==> config.mk <==
export PLATFORM = sky130hd
export DESIGN_NAME = mv_result_collector
export DESIGN_NICKNAME = d
export VERILOG_FILES = /design/src/rtl/mv_result_collector.sv
export SDC_FILE = /design/constraint.sdc
export NUM_CORES = 2
export LEC_CHECK = 0
export BUFFER_PORTS_ARGS = -buffer_cell sky130_fd_sc_hd__buf_2
export CAP_MARGIN = 20
export CORE_MARGIN = 2
export CORE_UTILIZATION = 55
export DETAILED_ROUTE_END_ITERATION = 6
export PLACE_DENSITY = 0.75
export SYNTH_ARGS = -nofsm -noshare
export SYNTH_HDL_FRONTEND = slang
export SYNTH_SLANG_ARGS = --single-unit
==> constraint.sdc <==
create_clock -name clk -period 26.1 [get_ports clk]
set_input_delay 7.83 -clock clk [delete_from_list [all_inputs] [get_ports clk]]
set_output_delay 7.83 -clock clk [all_outputs]
set_load 0.03 [all_outputs]
==> src/rtl/mv_result_collector.sv <==
// Result collector for the matrix-by-vector engine: captures decoder chunks into an indexed
// buffer, tracks completion, and serves a registered read port. Optional: MV_COLLECTOR_ZERO_PAD_EN.
module mv_result_collector #(
    parameter int element_width = 32,
    parameter int NI            = 8,
    parameter int DEPTH         = 16,
    parameter int ADDR_W        = 4
) (
    input  logic                        clk,
    input  logic                        reset,
    input  logic                        start,
    input  logic [31:0]                 total_chunks,
    input  logic                        in_valid,
    input  logic [NI*element_width-1:0] in_data,
    input  logic                        rd_en,
    input  logic [ADDR_W-1:0]           rd_addr,
    output logic [NI*element_width-1:0] rd_data,
    output logic                        rd_valid,
    output logic [ADDR_W:0]             count,
    output logic                        done,
    output logic                        overflow
);

    localparam int CHUNK_W = NI * element_width;
    localparam logic [ADDR_W:0] DEPTH_C = (ADDR_W + 1)'(DEPTH);
    localparam logic [ADDR_W:0] ONE_C   = (ADDR_W + 1)'(1);

    typedef enum logic [1:0] {
        IDLE    = 2'd0,
        COLLECT = 2'd1,
        DONE    = 2'd2
    } state_t;

    state_t               state, state_next;
    logic [31:0]          target;
    logic                 wr_en;
    logic                 drop;
    logic                 last;
    logic [CHUNK_W-1:0]   rd_word;
    logic [CHUNK_W-1:0]   mem [DEPTH];

    // NOTE: every output of a combinational block gets a default first so no latch is inferred.
    always_comb begin
        state_next = state;
        wr_en      = 1'b0;
        drop       = 1'b0;
        last       = 1'b0;
        if (!start) begin
            state_next = IDLE;
        end else begin
            case (state)
                IDLE:    state_next = (total_chunks == 32'd0) ? DONE : COLLECT;
                COLLECT: begin
                    if (in_valid) begin
                        if (count < DEPTH_C) begin
                            wr_en = 1'b1;
                            if (32'(count) + 32'd1 == target) begin
                                last       = 1'b1;
                                state_next = DONE;
                            end
                        end else begin
                            drop = 1'b1;
                        end
                    end
                end
                DONE:    state_next = DONE;
                default: state_next = IDLE;
            endcase
        end
    end

    // NOTE: sequential state uses non-blocking assignments so every register samples pre-edge values.
    always_ff @(posedge clk) begin
        if (!reset) state <= IDLE;
        else        state <= state_next;
    end

    always_ff @(posedge clk) begin
        if (!reset || !start) begin
            count    <= '0;
            done     <= 1'b0;
            overflow <= 1'b0;
        end else begin
            if (wr_en)                     count    <= count + ONE_C;
            if (drop)                      overflow <= 1'b1;
            if (last || state == DONE)     done     <= 1'b1;
        end
    end

    always_ff @(posedge clk) begin
        if (!reset)                         target <= '0;
        else if (start && state == IDLE)    target <= total_chunks;
    end

    // NOTE: the buffer has no reset; reset only blocks writes, so contents survive across runs.
    always_ff @(posedge clk) begin
        if (reset && wr_en) mem[count[ADDR_W-1:0]] <= in_data;
    end

    // Pre-edge buffer contents feed the read register, giving read-before-write on collisions.
    always_comb begin
        rd_word = '0;
        if ({1'b0, rd_addr} < DEPTH_C) begin
`ifdef MV_COLLECTOR_ZERO_PAD_EN
            if ({1'b0, rd_addr} < count) rd_word = mem[rd_addr];
`else
            rd_word = mem[rd_addr];
`endif
        end
    end

    always_ff @(posedge clk) begin
        if (!reset) begin
            rd_data  <= '0;
            rd_valid <= 1'b0;
        end else begin
            rd_valid <= rd_en;
            if (rd_en) rd_data <= rd_word;
        end
    end

endmodule

==> impl_metrics.csv <==
group,metric,value,unit
status,status,"complete, no violations",
pwr,p_int,11500,uW
global_route,antenna_found_initial,120,
pwr,power,14600,uW
logic_synthesis,yosys_warnings,0,
pwr,switching_share,21.1,%
clock_network,cts_resized,0,
flow_run,max_cap_viol_count,0,
critical_path,cpPeakStageDelay,870,ps
timing,rsz0062_at_grt,"false",
finish,drive_gt1_share,30.4,%
place,port-buffer-count,560,
critical_path,reg2reg_slack,20750,ps
finish,fin_area,185000,um^2
finish,final_nets,8094,
finish,final_util,62.4,%
clock_network,clk_pin_slew_worst_paths,60,ps
logic_synthesis,yosysMostFrequentCell,"edfxtp_1",
finish,area_delta_synth_final,13.2,%
routing,wirelength,398000,um
global_route,grt_overflow_total,0,
clock_network,clock-sinks,4394,
clock_network,htree_levels,5,
clock_network,worstSkewPairLatency,990,ps
worst_hold_path,hold_end,"target[9]",
logic_synthesis,yosysSeqAreaShare,78.8,%
logic_synthesis,synth_top_cell_by_area,"edfxtp_1",
logic_synthesis,synth_top_area_share,75.2,%
critical_path,path_max_fanout,88,
pwr,ir_drop,0.0000636,V
floorplanning,initial_core_util,55.2,%
critical_path,cp.required,26620,ps
critical_path,arrival,12230,ps
logic_synthesis,yosys.area_share.simple,1.56,%
global_route,grt_pass1_vias,81522,
worst_hold_path,min_from,"target[9]",
place,place_area,171000,um^2
critical_path,cp_slowest_cell,"buf_4",
floorplanning,core_area,297000,um^2
logic_synthesis,synth_edf_count,4096,
routing,wire_per_inst,32.8,um
global_route,grt_max_degree,147,
routing,drc,0,
global_route,grt_use_total,26.3,%
logic_synthesis,synthMuxAreaShare,14.1,%
critical_path,reg2reg_depth,10,
floorplanning,die_area,302000,um^2
timing,hold_viol,0,
timing,tns,0,ps
global_route,grt_pass1_wl,573000,um
finish,nFillCells,19158,
logic_synthesis,synth_ff_type,"edfxtp_1",
logic_synthesis,ys_ff_latch,4394,
pwr,p_seq_share,53.1,%
floorplanning,rows,200,
timing,fmax,0.0854,GHz
clock_network,ctsRootBufferMaster,"clkbuf_16",
logic_synthesis,ys_types,40,
routing,drt_pass1_iterations,6,
clock_network,cts_tree,"yes",
timing,skew,65.5,ps
clock_network,cts_buffers,423,
place,place_congestion,0.773,
logic_synthesis,synthCells,7094,
clock_network,cts_buffer_depth,4,
critical_path,worstSetupPathType,"in2reg",
critical_path,r2r_end,"mem[2][51]",
floorplanning,dieHeight,549,um
logic_synthesis,synth_compound_area_share,4.09,%
logic_synthesis,synth_top_family_by_area,"multiplexers",
logic_synthesis,synth_fa_ha_area_share,0.0612,%
critical_path,crit_path_end_kind,"flip-flop",
routing,ant_nets,0,
timing,relSlewSlack,23.0,%
logic_synthesis,async_reset_ff_share,0,%
worst_hold_path,whs_path_depth,2,
pwr,pwr-share-comb,4.5,%
pwr,power.leakage,0.0588,uW
logic_synthesis,yosys-top-cells-area,"edfxtp_1 75%, mux4_2 14%, dfxtp_1 3.6%",
clock_network,cts.hold.buffers_added,0,
timing,fin_crit,11710,ps
critical_path,worst_r2r_startpoint,"state[1]",
floorplanning,dieWidth,549,um
place,hpwl,199000,um
floorplanning,ios,561,
timing,setup-violations-final,0,
timing,period_share,44.9,%
critical_path,path_cells,"buf_2, and4b_1, and2_1, nand2_1, nor3_4, buf_4, buf_12, buf_4, buf_4",
logic_synthesis,syn_nets,7399,
logic_synthesis,syn_avg_cell_area,23.1,um^2
logic_synthesis,synth_common_cells,"4,096 x edfxtp_1, 1,024 x mux4_2, 298 x dfxtp_1",
pwr,power_density,78.8,nW/um^2
pwr,p_sw,3070,uW
logic_synthesis,synth-xor-area-share,0.0375,%
routing,drt_iter0_drc,10959,
worst_hold_path,hold_class,"reg2reg",
logic_synthesis,synth.cell_area,164000,um^2
clock_network,post_cts_buffers,0,
critical_path,start_kind,"primary input",
timing,drv_slew,0,
routing,vias_per_cell,6.58,
timing,tightest_slew,1160,ps
critical_path,path_common_cell,"buf_4",
routing,vias,79862,
pwr,pwr-share-clk,42.3,%
metal layers:
| layer | routed length (um) | vias to the layer above | global-route usage [%] |
|---|---|---|---|
| met4 | 12700 | 80 | 8.65 |
| met1 | 146000 | 42519 | 35.5 |
| met3 | 39200 | 778 | 4.74 |
| li1 | - | 31952 | - |
| met5 | 507 | - | 0 |
| met2 | 200000 | 4533 | 43.8 |
logic make-up after synthesis:
group / after synthesis
adders and majority gates: 8
AOI/OAI and AO/OA: 813
xor gates and xnor gates: 7
buffers and inverters: 450
DFF: 4394
muxes: 1026
and+or+nand+nor: 396
power groups by stage:
stage,Combinational (uW),Sequential (uW),Clock [uW]
floorplan,358,7950,0
CTS,667,7750,6240
finish,662,7750,6170
global route,705,7750,6500
detailed placement,663,7900,0
global placement,647,7900,0
final cells by class:
cell class / count / area (um^2) / area share, %
clock buffer: 566 / 11600 / 6.25
multi-input combinational: 2250 / 32700 / 17.6
timing repair buffer: 712 / 4280 / 2.31
sequential: 4394 / 129000 / 69.7
inverter: 8 / 30.0 / 0.0162
antenna: 42 / 105 / 0.0568
tap: 3939 / 4930 / 2.66
clock inverter: 233 / 2590 / 1.40
stage by stage:
| step | cells | hold slack (ps) | worst slack, ps |
|---|---|---|---|
| 6_report | 12144 | 467 | 14390 |
| 5_1_grt | 12127 | 493 | 14240 |
| 4_1_cts | 12102 | 468 | 14420 |
| 3_5_place_dp | 11303 | 459 | 13390 |
| 3_3_place_gp | 11302 | 451 | 13420 |
| 2_1_floorplan | 7094 | 443 | 6060 |
state kept, by name (all words and copies together) (netlist names):
signal / flops
rd_data: 256
state: 2
overflow: 1
mem: 4096
done: 1
count: 5
rd_valid: 1
target: 32
worst max-delay path, delay by kind of cell:
| family | cells | cell delay [ps] |
|---|---|---|
| AND/OR/NAND/NOR | 4 | 1050 |
| buffers and inverters | 5 | 3080 |
cells in the final DEF (no fill, tap or decap), drive strengths merged, types with 4 or more instances in the layout:
master and count:
o21ai 257, a22o 256, bufinv 41, clkbuf 567, diode 42, a221oi 256, nor2 25, mux4 1024
nor3 5, clkinv 161, ha 8, edfxtp 4096, nand3b 256, a21boi 32, nor4 15, clkinvlp 13
nand2 74, inv 26, xnor2 4, nand4 6, dfxtp 298, buf 711
how the worst max path moves through the flow:
stage	start	to	slack, ps	depth (start not counted)
floorplan	start	mem[15][0]	6060	5
CTS	start	mem[9][30]	14420	8
global placement	start	mem[9][120]	13420	8
finish	start	mem[2][51]	14390	9
detailed placement	start	mem[9][125]	13390	8
global route	start	mem[9][30]	14240	8
No activity file was read; power rests on OpenSTA's default activity.
